[config.mk]
export PLATFORM = sky130hd
export DESIGN_NAME = accum_control_fsm_flat
export DESIGN_NICKNAME = d
export VERILOG_FILES = /design/src/rtl/accum_ctrl_pkg.sv /design/src/rtl/accum_control_fsm_if.sv /design/src/rtl/accum_ctrl_decode.sv /design/src/rtl/accum_control_fsm.sv /design/src/flat_wrapper.sv
export SDC_FILE = /design/constraint.sdc
export NUM_CORES = 1
export LEC_CHECK = 0
export ABC_AREA = 1
export BUFFER_PORTS_ARGS = -buffer_cell sky130_fd_sc_hd__buf_2
export CAP_MARGIN = 40
export CORE_MARGIN = 2
export CORE_UTILIZATION = 50
export DETAILED_ROUTE_END_ITERATION = 7
export GPL_TIMING_DRIVEN = 1
export PLACE_DENSITY = 0.8
export SYNTH_ARGS = -nofsm -noshare
export SYNTH_HDL_FRONTEND = slang
export SYNTH_SLANG_ARGS = --single-unit
[constraint.sdc]
create_clock -name clk -period 2.9 [get_ports clk]
set_clock_uncertainty 0.2 [all_clocks]
set_input_delay 0.29 -clock clk [delete_from_list [all_inputs] [get_ports clk]]
set_output_delay 0.29 -clock clk [all_outputs]
set_load 0.05 [all_outputs]
[src/rtl/accum_ctrl_pkg.sv]
// Shared types for the accumulator control FSM:
// state encoding, opcodes, mux-select encodings and the strobe bundle.
package accum_ctrl_pkg;

    typedef enum logic [2:0] {
        S_FETCH  = 3'd0,
        S_DECODE = 3'd1,
        S_MEM    = 3'd2,
        S_EXEC   = 3'd3,
        S_HALT   = 3'd4
    } state_e;

    localparam logic [4:0] OP_LOAD  = 5'h01;
    localparam logic [4:0] OP_STORE = 5'h02;
    localparam logic [4:0] OP_ADD   = 5'h03;
    localparam logic [4:0] OP_SUB   = 5'h04;
    localparam logic [4:0] OP_BEQ   = 5'h05;
    localparam logic [4:0] OP_JUMP  = 5'h06;
    localparam logic [4:0] OP_LOADI = 5'h07;
    localparam logic [4:0] OP_HALT  = 5'h1F;

    localparam logic [1:0] PC_INC    = 2'd0;
    localparam logic [1:0] PC_BRANCH = 2'd1;
    localparam logic [1:0] PC_JUMP   = 2'd2;

    localparam logic [1:0] ACC_ALU = 2'd0;
    localparam logic [1:0] ACC_MEM = 2'd1;
    localparam logic [1:0] ACC_IMM = 2'd2;

    typedef struct packed {
        logic       ir_write;
        logic       pc_write;
        logic       mem_read;
        logic       mem_write;
        logic       acc_write;
        logic       iord;
        logic [1:0] pc_src;
        logic [1:0] acc_src;
        logic       alu_sub;
    } ctrl_t;

endpackage

[src/rtl/accum_control_fsm_if.sv]
// Datapath-facing bundle of the accumulator control FSM:
// instruction/status inputs and datapath strobes.
interface accum_control_fsm_if;

    logic [4:0]  ir_op;
    logic        acc_zero;
    logic        mem_ready;
    logic        ir_write;
    logic        pc_write;
    logic        mem_read;
    logic        mem_write;
    logic        acc_write;
    logic        iord;
    logic [1:0]  pc_src;
    logic [1:0]  acc_src;
    logic        alu_sub;
    logic        halted;
    logic        illegal_op;
    logic [15:0] retire_count;

    modport master (
        output ir_op, acc_zero, mem_ready,
        input  ir_write, pc_write, mem_read, mem_write,
        input  acc_write, iord, pc_src, acc_src, alu_sub,
        input  halted, illegal_op, retire_count
    );

    modport slave (
        input  ir_op, acc_zero, mem_ready,
        output ir_write, pc_write, mem_read, mem_write,
        output acc_write, iord, pc_src, acc_src, alu_sub,
        output halted, illegal_op, retire_count
    );

endinterface

[src/rtl/accum_ctrl_decode.sv]
// Combinational next-state and strobe decode; ir_op is read live,
// so the datapath must hold it stable until the instruction completes.
module accum_ctrl_decode
    import accum_ctrl_pkg::*;
(
    input  state_e     state,
    input  logic [4:0] ir_op,
    input  logic       acc_zero,
    input  logic       mem_ready,
    output ctrl_t      ctrl,
    output state_e     state_nxt,
    output logic       illegal,
    output logic       retire
);

    always_comb begin
        ctrl      = '0;
        state_nxt = state;
        illegal   = 1'b0;
        retire    = 1'b0;
        unique case (state)
            S_FETCH: begin
                ctrl.mem_read = 1'b1;
                if (mem_ready) begin
                    ctrl.ir_write = 1'b1;
                    ctrl.pc_write = 1'b1;
                    ctrl.pc_src   = PC_INC;
                    state_nxt     = S_DECODE;
                end
            end
            S_DECODE: begin
                case (ir_op)
                    OP_LOAD, OP_STORE: state_nxt = S_MEM;
                    OP_ADD, OP_SUB, OP_LOADI: state_nxt = S_EXEC;
                    OP_BEQ: begin
                        if (acc_zero) begin
                            ctrl.pc_write = 1'b1;
                            ctrl.pc_src   = PC_BRANCH;
                        end
                        retire    = 1'b1;
                        state_nxt = S_FETCH;
                    end
                    OP_JUMP: begin
                        ctrl.pc_write = 1'b1;
                        ctrl.pc_src   = PC_JUMP;
                        retire        = 1'b1;
                        state_nxt     = S_FETCH;
                    end
                    OP_HALT: state_nxt = S_HALT;
                    default: begin
                        illegal   = 1'b1;
                        state_nxt = S_FETCH;
                    end
                endcase
            end
            S_MEM: begin
                if (ir_op == OP_LOAD) begin
                    ctrl.mem_read = 1'b1;
                    ctrl.iord     = 1'b1;
                    if (mem_ready) begin
                        ctrl.acc_write = 1'b1;
                        ctrl.acc_src   = ACC_MEM;
                        retire         = 1'b1;
                        state_nxt      = S_FETCH;
                    end
                end else if (ir_op == OP_STORE) begin
                    ctrl.mem_write = 1'b1;
                    ctrl.iord      = 1'b1;
                    if (mem_ready) begin
                        retire    = 1'b1;
                        state_nxt = S_FETCH;
                    end
                end else begin
                    state_nxt = S_FETCH;
                end
            end
            S_EXEC: begin
                state_nxt = S_FETCH;
                case (ir_op)
                    OP_ADD: begin
                        ctrl.acc_write = 1'b1;
                        ctrl.acc_src   = ACC_ALU;
                        retire         = 1'b1;
                    end
                    OP_SUB: begin
                        ctrl.acc_write = 1'b1;
                        ctrl.acc_src   = ACC_ALU;
                        ctrl.alu_sub   = 1'b1;
                        retire         = 1'b1;
                    end
                    OP_LOADI: begin
                        ctrl.acc_write = 1'b1;
                        ctrl.acc_src   = ACC_IMM;
                        retire         = 1'b1;
                    end
                    default: ;
                endcase
            end
            S_HALT: state_nxt = S_HALT;
            default: state_nxt = S_FETCH;
        endcase
    end

endmodule

[src/rtl/accum_control_fsm.sv]
// Multi-cycle control FSM for a single-accumulator datapath:
// state register, retire counter and registered status flags.
module accum_control_fsm
    import accum_ctrl_pkg::*;
(
    input  logic               clk,
    input  logic               reset,
    accum_control_fsm_if.slave bus
);

    state_e      state_q, state_d, state_nxt;
    logic [15:0] retire_q, retire_d;
    logic        halted_q, halted_d;
    logic        illegal_q, illegal_d;
    ctrl_t       ctrl, ctrl_o;
    logic        illegal, retire;

    accum_ctrl_decode u_decode (
        .state     (state_q),
        .ir_op     (bus.ir_op),
        .acc_zero  (bus.acc_zero),
        .mem_ready (bus.mem_ready),
        .ctrl      (ctrl),
        .state_nxt (state_nxt),
        .illegal   (illegal),
        .retire    (retire)
    );

    always_comb begin
        state_d   = state_nxt;
        retire_d  = retire_q + {15'd0, retire};
        halted_d  = (state_nxt == S_HALT);
        illegal_d = illegal;
    end

    always_ff @(posedge clk) begin
        if (reset) begin
            state_q   <= S_FETCH;
            retire_q  <= 16'd0;
            halted_q  <= 1'b0;
            illegal_q <= 1'b0;
        end else begin
            state_q   <= state_d;
            retire_q  <= retire_d;
            halted_q  <= halted_d;
            illegal_q <= illegal_d;
        end
    end

    // Reset kills every strobe in the same cycle, aborting any bus access.
    assign ctrl_o = reset ? '0 : ctrl;

    assign bus.ir_write     = ctrl_o.ir_write;
    assign bus.pc_write     = ctrl_o.pc_write;
    assign bus.mem_read     = ctrl_o.mem_read;
    assign bus.mem_write    = ctrl_o.mem_write;
    assign bus.acc_write    = ctrl_o.acc_write;
    assign bus.iord         = ctrl_o.iord;
    assign bus.pc_src       = ctrl_o.pc_src;
    assign bus.acc_src      = ctrl_o.acc_src;
    assign bus.alu_sub      = ctrl_o.alu_sub;
    assign bus.halted       = halted_q;
    assign bus.illegal_op   = illegal_q;
    assign bus.retire_count = retire_q;

endmodule
[src/flat_wrapper.sv]
// flat-port wrapper written by rule: the top's interface ports become plain ports
module accum_control_fsm_flat import accum_ctrl_pkg::*;
  (clk, reset, bus_ir_op, bus_acc_zero, bus_mem_ready, bus_ir_write, bus_pc_write, bus_mem_read, bus_mem_write, bus_acc_write, bus_iord, bus_pc_src, bus_acc_src, bus_alu_sub, bus_halted, bus_illegal_op, bus_retire_count);
  accum_control_fsm_if bus_i ();
  input  logic clk;
  input  logic reset;
  input wire logic [$bits(bus_i.ir_op)-1:0] bus_ir_op;
  input wire logic [$bits(bus_i.acc_zero)-1:0] bus_acc_zero;
  input wire logic [$bits(bus_i.mem_ready)-1:0] bus_mem_ready;
  output wire logic [$bits(bus_i.ir_write)-1:0] bus_ir_write;
  output wire logic [$bits(bus_i.pc_write)-1:0] bus_pc_write;
  output wire logic [$bits(bus_i.mem_read)-1:0] bus_mem_read;
  output wire logic [$bits(bus_i.mem_write)-1:0] bus_mem_write;
  output wire logic [$bits(bus_i.acc_write)-1:0] bus_acc_write;
  output wire logic [$bits(bus_i.iord)-1:0] bus_iord;
  output wire logic [$bits(bus_i.pc_src)-1:0] bus_pc_src;
  output wire logic [$bits(bus_i.acc_src)-1:0] bus_acc_src;
  output wire logic [$bits(bus_i.alu_sub)-1:0] bus_alu_sub;
  output wire logic [$bits(bus_i.halted)-1:0] bus_halted;
  output wire logic [$bits(bus_i.illegal_op)-1:0] bus_illegal_op;
  output wire logic [$bits(bus_i.retire_count)-1:0] bus_retire_count;
  assign bus_i.ir_op = bus_ir_op;
  assign bus_i.acc_zero = bus_acc_zero;
  assign bus_i.mem_ready = bus_mem_ready;
  assign bus_ir_write = bus_i.ir_write;
  assign bus_pc_write = bus_i.pc_write;
  assign bus_mem_read = bus_i.mem_read;
  assign bus_mem_write = bus_i.mem_write;
  assign bus_acc_write = bus_i.acc_write;
  assign bus_iord = bus_i.iord;
  assign bus_pc_src = bus_i.pc_src;
  assign bus_acc_src = bus_i.acc_src;
  assign bus_alu_sub = bus_i.alu_sub;
  assign bus_halted = bus_i.halted;
  assign bus_illegal_op = bus_i.illegal_op;
  assign bus_retire_count = bus_i.retire_count;
  accum_control_fsm u_core (.clk(clk), .reset(reset), .bus(bus_i));
endmodule
# Word-level counts from Yosys, hierarchy flattened
# Index checks and enable logic that the tools add are counted.
# classes
add_sub_neg	1
muxes	37
n_bitwise	1
n_eq_ne	13
n_reduce_logical	6
# ops
operator	count
equality test 5 x 3 -> 1 bit, second input constant	4
2-to-1 mux 1 bit	20
adder 16 x 1 -> 16 bit	1
2-to-1 mux 3 bit	4
one-hot mux 3 bit (4 select lines)	1
2-to-1 mux 11 bit	1
equality test 5 x 2 -> 1 bit, second input constant	2
one-hot mux 3 bit (3 select lines)	1
one-hot mux 1 bit (2 select lines)	4
one-hot mux 2 bit (2 select lines)	2
OR reduction 8 bit	1
equality test 3 x 2 -> 1 bit, second input constant	2
equality test 3 bit, second input constant	2
2-to-1 mux 2 bit	3
OR reduction 2 bit	3
equality test 5 x 1 -> 1 bit, second input constant	1
equality test 5 bit, second input constant	1
equality test 3 x 1 -> 1 bit, second input constant	1
logical NOT 3 bit	1
one-hot mux 1 bit (3 select lines)	1
OR reduction 3 bit	1
NOT 1 bit	1
# word_totals
word_cells	62
reg_bits	21
out_inout_bits	29
inputBits	9

# Logic depth before layout (Yosys ltp)
# logic_depth
depth_word	5
ltp_mapped	16
depth_no_buf	16

# By module
# A second synthesis with hierarchy kept.
# unflattened
hier_cells	229
area_unflattened_um2	1416.4
# by_module_without_submodules
mod	area_per_inst_um2	cells_per_inst	n_inst	seq_area_each_um2
accum_control_fsm	1034.7	159	1	420.4
accum_ctrl_decode	381.6	70	1	0.0

# Worst setup path after synthesis
# OpenSTA, ideal clock, no wires.
# synth_timing
path_type	reg-to-output
from	register u_core.state_q[2]
to	output bus_mem_write
t_arrival_ns	1.817
slack_ns	0.593
path_buffers	0
required_time_ns	2.410
path_stages_with_launch	5
path_cell_list	dfxtp_1 or2_1 nor2_2 nand2_1 nor3_1
# synth_via
elab_chain_len	3
# synth_rtl
item	line_no	rtl
from (decl)	accum_control_fsm.sv:11	state_e state_q, state_d, state_nxt;
from (signal assigned)	accum_control_fsm.sv:43	state_q <= state_d;
equality test 3 x 2 -> 1 bit	accum_ctrl_decode.sv:21	unique case (state)
2-to-1 mux 1 bit	accum_ctrl_decode.sv:21	
2-to-1 mux 11 bit	accum_control_fsm.sv:51	assign ctrl_o = reset ? '0 : ctrl;
to (decl)	flat_wrapper.sv:13	output wire logic [$bits(bus_i.mem_write)-1:0] bus_mem_write;
# No other way between the ends.

# Final worst setup path
# layout_timing
from	register u_core.state_q[2]
to	register u_core.retire_q[14] (netlist: u_core.bus.retire_count[14])
# layout_via
elab_chain_len	3
elab_cells_between_ends	5
classes_between	add/sub: 1; eq/ne: 3; mux: 1
# layout_rtl
item	line_no	rtl
equality test 3 x 2 -> 1 bit / equality test 3 x 1 -> 1 bit (equally long branches)	accum_ctrl_decode.sv:21	
one-hot mux 1 bit (3 select lines) (*)	accum_ctrl_decode.sv:21	
adder 16 x 1 -> 16 bit (*)	accum_control_fsm.sv:31	retire_d = retire_q + {15'd0, retire};
to (signal assigned)	accum_control_fsm.sv:44	retire_q <= retire_d;
to (decl)	accum_control_fsm.sv:12	logic [15:0] retire_q, retire_d;
# Mark *: on every way between the ends. The rest lies on a longest branch, timed or not.
# A chain may end at the register's enable or synchronous reset.

==> summary.txt <==
Status
  • Run status: finished, final reports clean

Global routing
  • Vias in the first global route: 1150
  • Global-route wire length before repair: 4629 um
  • Antenna violations before repair: 0
  • Gr usage total: 21.67%
  • Pin count of the biggest net entering global routing: 18
  • GRT Residual Overflow: 0

Drt
  • DR DRC count: 0
  • Routed via count: 1286
  • Wirelength per Cell: 11.07 um
  • First-pass DRT Iterations: 4
  • Detail Route Antenna Nets: 0
  • Vias per cell: 5.206
  • DR iter-0 viols: 34
  • Post-detailed-routing wire length: 2735 um

STA
  • Fin crit period: 2.300 ns
  • Slew @ Worst Pin: 0.3739 ns
  • Slew margin rel.: 74.93%
  • Total negative setup slack: 0 ns
  • Final period util: 79.31%
  • Hold Violations, Final: 0
  • Achievable Freq: 434.8 MHz
  • RSZ-0062 raised after global routing: no
  • Final worst setup slack: 0.6001 ns
  • Setup violators final: 0
  • Final Max Tran Viols: 0

Placement
  • Number of placed cells counting well taps: 243
  • Dpl ws: 0.4260 ns
  • HPWL Detailed: 2221 um
  • Gpl congestion: 0.8724
  • Port bufs: 37

Finish
  • # diodes: 0
  • Final Net Count: 232
  • Most frequent cells in the layout: nand2_1 (37), buf_2 (37), nor2_1 (28)
  • Area Growth Syn to Fin: 19.14%
  • Post-Layout Cell Count: 247
  • Layout cells sized above 1: 28.77%

Floorplan
  • Num rows: 17
  • Horiz. Die Dim: 53.32 um
  • Die area: 2843 um^2
  • I/O pin count: 38
  • Die height: 53.32 um
  • Initial core utilization: 53.94%
  • CORE AREA: 2255 um^2

CTS
  • Post-CTS Resized: 0
  • Post-CTS Setup Inserts: 0
  • H-tree depth: 1
  • TritonCTS clock tree: done
  • Deepest clock path buffer count: 2
  • CTS root buffer: clkbuf_4
  • Clk slew on worst S/H paths: 0.11 ns
  • CTS sink count: 21
  • Latest clock arrival within the worst-skew pair: 0.30 ns
  • TritonCTS Buffers: 3
  • CTS Hold Bufs: 0

Pwr
  • Total power: 0.0004898 W
  • LEAKAGE: 0.6692 nW
  • PD cells: 338.0 nW/um^2
  • Peak VDD IR: 0.2993 mV

Setup path
  • Worst Path Required: 2.90 ns
  • Critical path capture point type: flop
  • Crit path max fanout: 4
  • Crit path DAT: 2.30 ns
  • Startpoint class of the critical path: flop
  • Crit Path Class: reg2reg

Synth
  • Syn avg cell area: 6.719 um^2
  • Yosys warnings: 0
  • Library cells used by synthesis: 26
  • Seq/Total Area, Yosys: 34.57%
  • Top cell type's share of synthesized area: 34.57%
  • Net count after synthesis: 193
  • Cell Area, Synth: 1216 um^2
  • Post-synthesis cell count: 181
  • Synthesized flop and latch total: 21
  • Top cells by area, synth: dfxtp_1 (35%), nand2_1 (11%), nor2_1 (8.6%)
  • Yosys top cell by area: dfxtp_1

Run
  • Max_cap viols: 0

Worst hold path
  • Hold crit path type: in2reg
report_power, final:
part,total [W],internal (W),switching [W]
Combinational,0.0000582,0.0000151,0.0000431
Sequential,0.000291,0.000290,0.000000877
Clock,0.000140,0.0000535,0.0000868
Total,0.000490,0.000359,0.000131
routing by layer:
layer | global-route usage, % | wire length (um)
met4 | 5.128 | 22
met5 | 0 | 0
met2 | 38.89 | 1379
met3 | 2.542 | 139
met1 | 27.15 | 1193
synth_stat cells:
cell type,n
nand2_1,37
nor2_1,28
dfxtp_1,21
inv_1,20
a21oi_1,15
nand3_1,14
nand2_2,7
o21ai_0,7
nor2_2,4
nor3_2,4
ha_1,3
nor3_1,3
buf_2,2
nand3_2,2
nand4_1,2
nor2_4,2
a21oi_4,1
clkbuf_1,1
clkinv_2,1
inv_2,1
nand3b_1,1
nor3b_1,1
o21ai_1,1
or2_1,1
or2_2,1
xnor2_1,1
area by class of cell:
cell class / count / area, um^2
clock buffers: 4 / 26.28
fillers: 226 / 805.8
inverters: 22 / 83.83
multi-input cells: 135 / 698.2
flip-flops and latches: 21 / 420.4
well taps: 28 / 35.03
repair buffers: 37 / 185.2
state kept, by name, indices dropped and copies added, names as in the netlist:
| register | flops |
|---|---|
| u_core.state_q | 3 |
| u_core.bus.retire_count | 16 |
| u_core.bus.illegal_op | 1 |
| u_core.bus.halted | 1 |
logic make-up (layout without fill, tap and decap cells):
family	after synthesis	in the layout	synth area share, %
simple gates	107	107	42.80
fa+ha+maj	3	3	3.087
xor+xnor	1	1	0.7203
buf+inv	25	63	8.024
compound gates	24	24	10.80
flops	21	21	34.57
metrics by stage:
| step | util [%] | cell area, um^2 | hold slack, ns |
|---|---|---|---|
| finish | 64.26 | 1449 | 0.09983 |
| global route | 64.26 | 1449 | 0.1134 |
| CTS | 64.26 | 1449 | 0.09165 |
| detailed placement | 63.10 | 1423 | 0.2641 |
| global placement | 63.10 | 1423 | 0.2549 |
| floorplan | - | 1216 | 0.2727 |
critical path: stages (launching register included):
cell	delay, ns
dfxtp_1	0.36
or2_1	0.25
nor2_2	0.18
nand3_1	0.10
nand3_1	0.09
ha_1	0.21
ha_1	0.18
nand3_2	0.10
nor2_2	0.17
inv_2	0.07
nor2_4	0.10
nand3_1	0.08
nand2_1	0.07
nor2_1	0.05
worst paths after layout:
path | startpoint | endpoint | slack, ns | cells after the start
max | u_core.state_q[2] | u_core.bus.retire_count[14] | 0.60 | 13
max reg2reg | u_core.state_q[2] | u_core.bus.retire_count[14] | 0.60 | 13
min reg2reg | u_core.bus.retire_count[15] | u_core.bus.retire_count[15] | 0.28 | 2
min | bus_mem_ready | u_core.state_q[1] | 0.1 | 4
(Power assumes the default switching activity.)
